===== config.mk =====
export PLATFORM = sky130hd
export DESIGN_NAME = hazard_ctrl
export DESIGN_NICKNAME = d
export VERILOG_FILES = /design/src/rtl/hazard_ctrl.sv
export SDC_FILE = /design/constraint.sdc
export NUM_CORES = 1
export LEC_CHECK = 0
export CAP_MARGIN = 0
export CORE_ASPECT_RATIO = 0.7
export CORE_MARGIN = 1
export CORE_UTILIZATION = 30
export CTS_CLUSTER_SIZE = 16
export DETAILED_ROUTE_END_ITERATION = 8
export HOLD_SLACK_MARGIN = 0.05
export PLACE_DENSITY = 0.53
export REMOVE_ABC_BUFFERS = 1
export SLEW_MARGIN = 20
export SYNTH_ARGS = -nofsm -noshare
export SYNTH_HDL_FRONTEND = slang
export SYNTH_SLANG_ARGS = --single-unit

===== constraint.sdc =====
create_clock -name clk -period 6.7 [get_ports clk]
set_input_delay 0.67 -clock clk [delete_from_list [all_inputs] [get_ports clk]]
set_output_delay 0.67 -clock clk [all_outputs]
set_load 0.03 [all_outputs]

===== src/rtl/hazard_ctrl.sv =====
// Pipeline hazard controller: Tuse/Tnew data-hazard stalls plus mult/div busy interlock.
// Stall outputs are combinational with zero latency; asserting stall is the hold, with no other backpressure.
module hazard_ctrl (
  input  logic        clk,
  input  logic        reset,
  input  logic [4:0]  Rs_D,
  input  logic [4:0]  Rt_D,
  input  logic [1:0]  Tuse_rs_D,
  input  logic [1:0]  Tuse_rt_D,
  input  logic [4:0]  A3_E,
  input  logic [1:0]  Tnew_E,
  input  logic [4:0]  A3_M,
  input  logic [1:0]  Tnew_M,
  input  logic        md_D,
  input  logic        start_E,
  input  logic        div_E,
  output logic        Stall_F,
  output logic        Stall_D,
  output logic        Flush_E,
  output logic        md_busy,
  output logic [31:0] stall_cnt
);

  logic [3:0] md_cnt;
  logic       stall_rs;
  logic       stall_rt;
  logic       stall_md;
  logic       md_busy_raw;
  logic       stall;

  // $0 never hazards; Tuse=3 never stalls because Tnew cannot exceed 2.
  assign stall_rs = (Rs_D != 5'd0) &
                    (((A3_E == Rs_D) & (Tnew_E > Tuse_rs_D)) |
                     ((A3_M == Rs_D) & (Tnew_M > Tuse_rs_D)));
  assign stall_rt = (Rt_D != 5'd0) &
                    (((A3_E == Rt_D) & (Tnew_E > Tuse_rt_D)) |
                     ((A3_M == Rt_D) & (Tnew_M > Tuse_rt_D)));

  assign md_busy_raw = start_E | (md_cnt != 4'd0);
  assign stall_md    = md_D & md_busy_raw;

  // Reset masks every output combinationally, independent of the other inputs.
  assign stall   = ~reset & (stall_rs | stall_rt | stall_md);
  assign md_busy = ~reset & md_busy_raw;
  assign Stall_F = stall;
  assign Stall_D = stall;
  assign Flush_E = stall;

  always_ff @(posedge clk) begin
    if (reset) begin
      md_cnt <= 4'd0;
    end else if (start_E) begin
      md_cnt <= div_E ? 4'd10 : 4'd5;
    end else if (md_cnt != 4'd0) begin
      md_cnt <= md_cnt - 4'd1;
    end
  end

  always_ff @(posedge clk) begin
    if (reset) begin
      stall_cnt <= 32'd0;
    end else if (stall && (stall_cnt != 32'hFFFF_FFFF)) begin
      stall_cnt <= stall_cnt + 32'd1;
    end
  end

endmodule


### Yosys cells after proc, flatten, opt, wreduce, memory -nomap -nowiden

Cells that the tools add are included.
Widths: inputs -> output; s select.

* register bits after elaboration: 36
* bits of input ports: 33

* add/subtract/negate cells: 2
* order comparisons: 4
* equality and inequality tests: 5
* multiplexer cells: 3
* bitwise gates (word level): 15
* reduce and logical (&&, ||, !) cells: 5

Operators with widths (number)
* $add 32x1->32 const B: 1
* $ne 32x32->1 const B: 1
* $eq 5x5->1: 4
* $mux 4: 3
* $reduce_bool 5->1: 2
* $and 1x1->1: 9
* $gt 2x2->1: 4
* $or 1x1->1: 5
* $reduce_bool 4->1: 1
* $sub 4x1->4 const B: 1
* $reduce_bool 2->1: 1
* $logic_and 1x1->1: 1
* $not 1->1: 1

### Depth between registers and ports, before layout

Gate-level depths: netlist of the first run.

* word-level depth: 8
* depth in mapped cells: 11
* gate-level depth less buffers: 9

### Worst setup path before layout of the first run

OpenSTA, ideal clock, no wires.

* kind: input to output
* start point: input Tuse_rs_D[1]
* end point: output Stall_D
* arrival time: 2.739 ns
* required time: 6.030 ns
* slack: 3.291 ns
* stages: 11
* cell sequence: inv_1 -> ha_1 -> nand2_1 -> nand4_1 -> nor4_1 -> o22ai_1 -> and3_1 -> clkbuf_8 -> buf_4 -> nor2_1 -> buf_4

* cells in the longest elaborated chain, start to end: 7
* elaborated cells on any way between the ends: 9
* classes of those cells: order compare: 2; bitwise: 7

Ends and longest elaborated chain
* start, declared: RTL line 8 `input logic [1:0] Tuse_rs_D,`
* $gt 2x2->1 (on tied branches): RTL line 33, 34
* $and 1x1->1 (on tied branches): RTL line 33, 34
* $or 1x1->1 (*): RTL line 33 `(((A3_E == Rs_D) & (Tnew_E > Tuse_rs_D)) |`
* $and 1x1->1 (*): RTL line 32 `assign stall_rs = (Rs_D != 5'd0) &`
* $or 1x1->1 (*) (2 in series): RTL line 43 `assign stall = ~reset & (stall_rs | stall_rt | stall_md);`
* $and 1x1->1 (*): RTL line 43
* end, declared: RTL line 18 `output logic Stall_D,`

Mark *: on every way between the ends. The rest lies on a longest branch, timed or not.

### Final worst setup path of the first run

* start point: input Tuse_rs_D[1]
* end point: output Flush_E

* cells in the longest elaborated chain, start to end: 7
* elaborated cells on any way between the ends: 9
* classes of those cells: order compare: 2; bitwise: 7

Ends and longest elaborated chain
* $gt 2x2->1 (on tied branches): RTL line 33, 34
* $and 1x1->1 (on tied branches): RTL line 33, 34
* $or 1x1->1 (*): RTL line 33
* $and 1x1->1 (*): RTL line 32
* $or 1x1->1 (*) (2 in series): RTL line 43
* $and 1x1->1 (*): RTL line 43
* end, declared: RTL line 19 `output logic Flush_E,`

Marked as above.

==> results.yml, run 1 <==
run_status:
  outcome: "complete, no violations"
placed_design:
  place_congestion: 0.758
  pre_cts_slack_ps: 2540
  place_area_sq_um: 3170
  port_buffers: 68
  dpl.hpwl_um: 4730
min_path:
  min_path_type: "flop to flop"
global_route:
  antenna_found_initial: 0
  grt_pass1_wl_um: 10800
  gr-total-overflow: 0
  grt_max_degree: 57
  grt_pass1_vias: 2249
  grt.total_usage_pct: 16.0
power:
  vdd_ir_drop_max_uv: 111
  finalPower_mw: 0.569
  leakagePower_nw: 1.13
  p_per_area_nw_per_um2: 172
sta:
  hold_ws_ps: 492
  slew_viol_final: 0
  fmax_mhz: 238
  grt_setup_unrepaired: "no"
  slew_headroom_pct: 37.5
  fin_skew_ps: 6.59
  timing.final.crit_period_ps: 4200
  tns_ps: 0
  hold_violations: 0
  timing.final.ws_setup_ps: 2500
  worstMarginPinSlew_ps: 932
  min_period_over_period_pct: 62.7
  setup_violations: 0
synthesis:
  synth_warnings: 0
  synth.area.top_cells: "dfxtp_1 29%, ha_1 5.6%, a21oi_1 5.5%, xnor2_1 4.6%, nand4_1 4.6%"
  synth_area_per_cell_sq_um: 8.10
  yosysTopAreaCell: "dfxtp_1"
  yosysSeqAreaShare_pct: 29.3
  synthCells: 304
  synthFlopType: "dfxtp_1"
  yosysTopAreaCellShare_pct: 29.3
  synth-edff-count: 0
  synth_cell_types: 42
  ys_ff_latch: 36
  synthesis.area_sq_um: 2460
  async_flop_share_pct: 0
detailed_routing:
  route.detailed.drc: 0
  wire_per_inst_um: 13.9
  viasPerCell: 5.12
  wl_um: 6450
  vias: 2377
  dr.pass1.iters: 4
  ant_nets: 0
  drt_iter0_drc: 124
cts:
  cts_sinks: 36
  clock_latency_ps: 280
  cts_hold_repair.buffers: 0
  cts_resized: 0
  cts-root-buf: "clkbuf_16"
  clk_path_buf_depth: 2
  numCtsBuffers: 5
  clkTransAtPathRegs_ps: 60
  cts_max_level: 2
  cts_tree: "done"
  cts_setup_buffers: 0
die:
  die_area_sq_um: 8580
  boundaryPins: 69
  rows: 27
  coreArea_sq_um: 7910
  chipHeight_um: 77.8
  die_w_um: 110
  initial_core_util_pct: 31.1
final_layout:
  seqCellArea_sq_um: 721
  num_antenna_cells: 0
  fin_area_sq_um: 3310
  final_nets: 406
  fillers: 823
  multiInputGateArea_sq_um: 1570
  drive_gt1_share_pct: 7.99
  syn2layout_area_growth_pct: 34.5
critical_path:
  crit_type: "input port to output pin"
  worst_ep_arrival_time_ps: 3530
  crit_fanout: 56
  cp-end-kind: "output pin"
  required_ps: 6030
  startpoint_type: "input port"
flow_run:
  max_cap_viol_count: 0
[per-stage QoR]
| stage | std cells | util (%) |
|---|---|---|
| floorplan | 284 | - |
| global placement | 456 | 40.0 |
| detailed placement | 456 | 40.0 |
| CTS | 464 | 41.9 |
| global route | 464 | 41.9 |
| finish | 464 | 41.9 |
[cell families after synthesis]
| group | after synthesis | share of synthesized area [%] |
|---|---|---|
| AOI/OAI and AO/OA | 59 | 13.2 |
| xor gates and xnor gates | 22 | 7.83 |
| adders and majority gates | 11 | 5.59 |
| buffers and inverters | 32 | 7.16 |
| DFF | 36 | 29.3 |
| muxes | 9 | 4.12 |
| and+or+nand+nor | 135 | 32.9 |
[critical path, cell delays in order]
cell and delay, ps:
clkdlybuf4s50_1 450, inv_1 50, ha_1 300, nand2_1 100, nand4_1 120, nor4_1 330, o22ai_1 130, and3_1 190
buf_4 270, nor2_1 200, clkdlybuf4s50_1 700
[path summary, 6_finish.rpt]
check / from / to / slack [ps] / cells after the start
worst min-delay path: md_cnt[0] / md_cnt[0] / 490 / 2
worst min register to register: md_cnt[0] / md_cnt[0] / 490 / 2
worst max-delay path: Tuse_rs_D[1] / Flush_E / 2500 / 11
worst max register to register: stall_cnt[0] / stall_cnt[30] / 3890 / 8
[placed cells by master, fill, tap and decap left out, drive strengths merged]
cell           count
or2                1
a2111oi            1
a311oi             1
nand2b             1
o22ai              2
clkdlybuf4s50     68
inv               12
nand3             12
mux2               9
nor4               7
nand2             14
a211oi             1
o31ai              5
nor3               7
clkbuf             8
o21ai             21
nand3b             2
nor2              20
nor2b             10
o31a               1
or3               20
or4               10
nand4             20
nor4b              2
and4               3
xnor2             13
ha                11
buf                3
a21oi             27
dfxtp             36
xor2               9
and3b              1
and3               5
[cell usage after synthesis, types with 2 or more instances]
library cell	n
dfxtp_1	36
a21oi_1	27
o21ai_0	21
nor2_1	20
nand4_1	18
or3_1	18
nand2_1	14
xnor2_1	13
inv_1	12
nand3_1	12
ha_1	11
nor2b_1	10
mux2_2	9
or4_1	9
xor2_1	9
clkbuf_1	7
nor3_1	7
nor4_1	6
buf_2	5
o31ai_1	5
and3_1	4
buf_4	4
and4_1	2
buf_6	2
clkbuf_8	2
nand3b_1	2
nor4b_1	2
o22ai_1	2
or3_2	2
[registers in the layout, summed over array words and instances (netlist names)]
signal     cells
stall_cnt     32
md_cnt         4
[per-layer routing]
layer  wire length [um]  up-vias  global-route usage (%)
met5                  0        -                       0
met4                 36        0                    3.03
met3                321        5                    3.19
met2               2860       51                    24.8
met1               3230     1085                    22.6
li1                   -     1236                       -
[area by class of cell]
| cell class | count | area share [%] |
|---|---|---|
| Sequential cell | 36 | 21.8 |
| Tap cell | 101 | 3.82 |
| Multi-Input combinational cell | 236 | 47.4 |
| Timing Repair Buffer | 71 | 21.2 |
| Inverter | 12 | 1.36 |
| Clock buffer | 8 | 4.42 |
[report_power, final]
part           internal, mW  switching [mW]
combinational        0.0502          0.0586
sequential            0.220         0.00513
clock                 0.148          0.0870
total                 0.419           0.151
Power figures use the tool's default switching activity.
==> inputs of run 2 (changes only) <==
clock period = 4.35 ns   (was 6.7 ns; I/O delays follow)
==> run 2 against run 1 <==
Against the previous run:
- count of clock-buffer cells in the layout did not move
- clock skew fell by 1.3 ps
- final area rose by 0.30%
- cell count rose by 0.43%
- first-iteration DRC count rose by 3.2%
- total power rose by 54%
- combinational power rose by 55%
- clock power rose by 54%
- die area did not move
- global-route usage barely moved
- largest cell class unchanged
- highest routed layer unchanged
==> results.yml, run 2 (synthesis gave the netlist of run 1 again) <==
sta:
  tns_ps: 0
  timing.final.ws_setup_ps: 906
  slew_headroom_pct: 63.3
  worstMarginPinSlew_ps: 548
  fmax_mhz: 290
  setup_violations: 0
  min_period_over_period_pct: 79.2
  fin_skew_ps: 5.31
  hold_violations: 0
  hold_ws_ps: 500
  grt_setup_unrepaired: "no"
  timing.final.crit_period_ps: 3440
  slew_viol_final: 0
power:
  leakagePower_nw: 1.14
  p_per_area_nw_per_um2: 264
  vdd_ir_drop_max_uv: 127
  finalPower_mw: 0.877
placed_design:
  pre_cts_slack_ps: 894
  placed_cells: 458
  place_congestion: 0.768
  dpl.hpwl_um: 4760
  port_buffers: 68
  place_area_sq_um: 3180
final_layout:
  syn2layout_area_growth_pct: 34.9
  final_util_pct: 42.0
  layout.cells.non_filler: 466
  fin_area_sq_um: 3320
  regMostFlops: "stall_cnt"
  reg.largest.list: "stall_cnt (32), md_cnt (4)"
  drive_gt1_share_pct: 8.22
  final_nets: 408
  final_cell_mix: "68 x clkdlybuf4s50_1, 36 x dfxtp_1, 27 x a21oi_1"
  num_antenna_cells: 0
  final_common_cell: "clkdlybuf4s50_1"
  largest_reg_flops: 32
cts:
  numCtsBuffers: 5
  clock_latency_ps: 280
  cts_resized: 0
  cts_tree: "done"
  clk_path_buf_depth: 2
  cts_sinks: 36
  clkTransAtPathRegs_ps: 50
  cts_hold_repair.buffers: 0
  cts-root-buf: "clkbuf_16"
  cts_setup_buffers: 0
  cts_max_level: 2
global_route:
  gr-total-overflow: 0
  antenna_found_initial: 0
  grt_pass1_wl_um: 10700
  grt_pass1_vias: 2177
  grt_max_degree: 56
  grt.total_usage_pct: 16.0
critical_path:
  worst_ep_arrival_time_ps: 3010
  worst_path_most_repeated_cell: "clkdlybuf4s50_1"
  required_ps: 3910
  slowest_stage: "clkdlybuf4s50_1"
  critPathTopFamily: "buffers and inverters"
  cp-end-kind: "output pin"
  crit_chain: "clkdlybuf4s50_1 -> inv_1 -> ha_1 -> nor2b_1 -> o21ai_0 -> a2111oi_0 -> o22ai_1 -> and3_1 -> nor2_1 -> clkdlybuf4s50_1"
  startpoint_type: "input port"
  crit_fanout: 3
  critPathMaxStageDelay_ps: 710
  crit_type: "input port to output pin"
  path_buf_inv: 3
detailed_routing:
  vias: 2407
  wire_per_inst_um: 14.0
  drt_iter0_drc: 128
  wl_um: 6510
  ant_nets: 0
  route.detailed.drc: 0
  dr.pass1.iters: 4
  viasPerCell: 5.17
run_status:
  outcome: "complete, no violations"
min_path:
  min_path_type: "flop to flop"
die:
  coreArea_sq_um: 7910
  chipHeight_um: 77.8
  initial_core_util_pct: 31.1
  rows: 27
  die_w_um: 110
  boundaryPins: 69
  die_area_sq_um: 8580
flow_run:
  max_cap_viol_count: 0
## run 2: cell types whose count changed in the layout (fill, tap and decap cells not counted), sizes merged
| cell | delta |
|---|---|
| buf | +2 |
## run 2: cell type report
type                            count  area (sq um)
Timing Repair Buffer               73           718
Inverter                           12          45.0
Tap cell                          101           126
Clock buffer                        8           146
Sequential cell                    36           721
Fill cell                         786          4580
Multi-Input combinational cell    236          1570
## run 2: worst paths after layout
| kind | startpoint | endpoint | slack, ps | cells past startpoint |
|---|---|---|---|---|
| min reg2reg | md_cnt[0] | md_cnt[0] | 500 | 2 |
| max reg2reg | stall_cnt[0] | stall_cnt[30] | 1560 | 8 |
| min | md_cnt[0] | md_cnt[0] | 500 | 2 |
| max | Tuse_rt_D[1] | Stall_D | 910 | 10 |
## run 2: power by group
group          total, mW  leakage (nW)  switching (mW)  internal (mW)
Combinational      0.169         0.777          0.0911         0.0776
Clock              0.361        0.0712           0.133          0.228
Sequential         0.347         0.291         0.00792          0.339
## run 2: worst register-to-register path, cell delays in order (launching register included)
cell and delay [ps]:
dfxtp_1 350, ha_1 230, and3_1 210, and3_1 330
and3_1 240, and3b_2 370, or4_1 560, or3_1 310
a21oi_1 130
## run 2: routing by layer
layer / wire [um] / GRT usage [%] / vias up / share of wire [%]
met5: 0 / 0 / - / 0
li1: - / - / 1239 / -
met3: 239 / 3.28 / 7 / 3.7
met4: 59 / 3.82 / 0 / 0.91
met2: 2760 / 23.5 / 41 / 42
met1: 3450 / 23.5 / 1120 / 53
==> inputs of run 3 (changes only) <==
PLACE_DENSITY = 0.55   (was 0.53)
clock period = 3 ns   (was 4.35 ns; I/O delays follow)
==> run 3 against run 2 <==
Against the previous run:
- sequential share of layout area down 0.17 points
- count of clock-buffer cells in the layout unchanged
- utilization is 0.33 points higher
- final area grew 0.79%
- critical path depth rose by 1
- cell count rose by 0.43%
- largest cell class unchanged
- highest routed layer unchanged
==> results.yml, run 3 (synthesis gave the netlist of run 1 again) <==
sta:
  timing.final.ws_setup_ps: 197
  slew_viol_final: 0
  setup_violations: 0
  timing.final.crit_period_ps: 2800
  worstMarginPinSlew_ps: 493
  fin_skew_ps: 2.50
  hold_violations: 0
  min_period_over_period_pct: 93.4
  fmax_mhz: 357
  grt_setup_unrepaired: "no"
  slew_headroom_pct: 67.0
critical_path:
  worst_ep_arrival_time_ps: 2500
  cp-end-kind: "output pin"
  r2r_cells: 7
  r2r_slack_ps: 290
  crit_type: "input port to output pin"
  startpoint_type: "input port"
  crit_fanout: 37
  required_ps: 2700
  r2r_end: "stall_cnt[30]"
  r2r-start: "stall_cnt[6]"
flow_run:
  max_cap_viol_count: 0
detailed_routing:
  wire_per_inst_um: 14.4
  wl_um: 6760
  ant_nets: 0
  vias: 2449
  dr.pass1.iters: 4
  drt_iter0_drc: 99
  route.detailed.drc: 0
  viasPerCell: 5.23
global_route:
  antenna_found_initial: 0
  grt_pass1_vias: 2178
  grt.total_usage_pct: 16.6
  grt_max_degree: 47
  gr-total-overflow: 0
  grt_pass1_wl_um: 11100
placed_design:
  pre_cts_slack_ps: -30.2
  place_area_sq_um: 3200
  placed_cells: 460
  port_buffers: 68
  place_congestion: 0.900
  dpl.hpwl_um: 5050
final_layout:
  final_nets: 410
  layout.cells.non_filler: 468
  largest_reg_flops: 32
  final_common_cell: "clkdlybuf4s50_1"
  drive_gt1_share_pct: 9.81
  final_util_pct: 42.4
  final_cell_mix: "65 x clkdlybuf4s50_1, 36 x dfxtp_1, 27 x a21oi_1"
  num_antenna_cells: 0
  regMostFlops: "stall_cnt"
  fillers: 793
  fin_area_sq_um: 3350
  syn2layout_area_growth_pct: 36.0
  reg.largest.list: "stall_cnt (32), md_cnt (4)"
cts:
  clk_path_buf_depth: 2
  cts_setup_buffers: 0
  cts-root-buf: "clkbuf_16"
  clock_latency_ps: 280
  cts_resized: 0
  cts_hold_repair.buffers: 0
  cts_sinks: 36
  clkTransAtPathRegs_ps: 50
  numCtsBuffers: 5
  cts_tree: "done"
  cts_max_level: 2
run_status:
  outcome: "complete, no violations"
die:
  boundaryPins: 69
  initial_core_util_pct: 31.1
  rows: 27
  die_area_sq_um: 8580
  coreArea_sq_um: 7910
  die_w_um: 110
  chipHeight_um: 77.8
power:
  leakagePower_nw: 1.16
  p_per_area_nw_per_um2: 383
  vdd_ir_drop_max_uv: 205
min_path:
  holdPathStages: 2
  min_path_type: "flop to flop"
  min_to: "stall_cnt[23]"
  hp-start: "stall_cnt[23]"
-- run 3: cell types whose count changed in the layout (fill, tap and decap cells not counted) --
cell,previous run,this run
buf_12,0,1
buf_4,5,9
clkdlybuf4s50_1,68,65
nor4_1,6,5
nor4_2,0,1
-- run 3: power by group --
part	switching, mW	total (mW)	internal [mW]
sequential	0.0108	0.502	0.491
combinational	0.135	0.256	0.121
clock	0.192	0.523	0.331
total	0.338	1.28	0.943
-- run 3: layout make-up --
class	instances	area [sq um]	share of cell area, %
Tap cell	101	126	3.77
Sequential cell	36	721	21.5
Multi-Input combinational cell	236	1570	46.9
Inverter	12	45.0	1.35
Clock buffer	8	146	4.37
Timing Repair Buffer	75	738	22.0
-- run 3: critical path: stages --
cell,delay (ps)
clkdlybuf4s50_1,460
inv_1,60
ha_1,300
nand2_1,70
nand4_1,120
nor4_2,300
o22ai_1,120
and3_1,230
buf_12,170
nor2_1,170
buf_4,190
-- run 3: metal layers --
metal	up-vias	GRT usage (%)	share of wire (%)
li1	1248	-	-
met1	1136	25.4	52
met2	54	23.0	42
met3	11	3.11	4.9
met4	0	4.47	1.1
met5	-	0	0
-- run 3: worst max path at each step --
stage	from	end	cells past startpoint
3_5_place_dp	Tuse_rs_D[1]	stall_cnt[6]	11
2_1_floorplan	Tuse_rs_D[1]	Flush_E	8
3_3_place_gp	Tuse_rs_D[1]	stall_cnt[6]	11
4_1_cts	Tuse_rs_D[1]	Stall_D	11
5_1_grt	Tuse_rs_D[1]	Stall_D	11
6_report	Tuse_rs_D[1]	Stall_D	11
-- run 3: metrics by stage --
step                      power [mW]  setup TNS, ps  hold WS, ps
after CTS                       1.30              0          506
after global routing            1.34              0          539
after floorplan                0.636           -810          369
after global placement         0.763          -6.62          478
after detailed placement       0.767          -31.7          497
final                           1.28              0          504
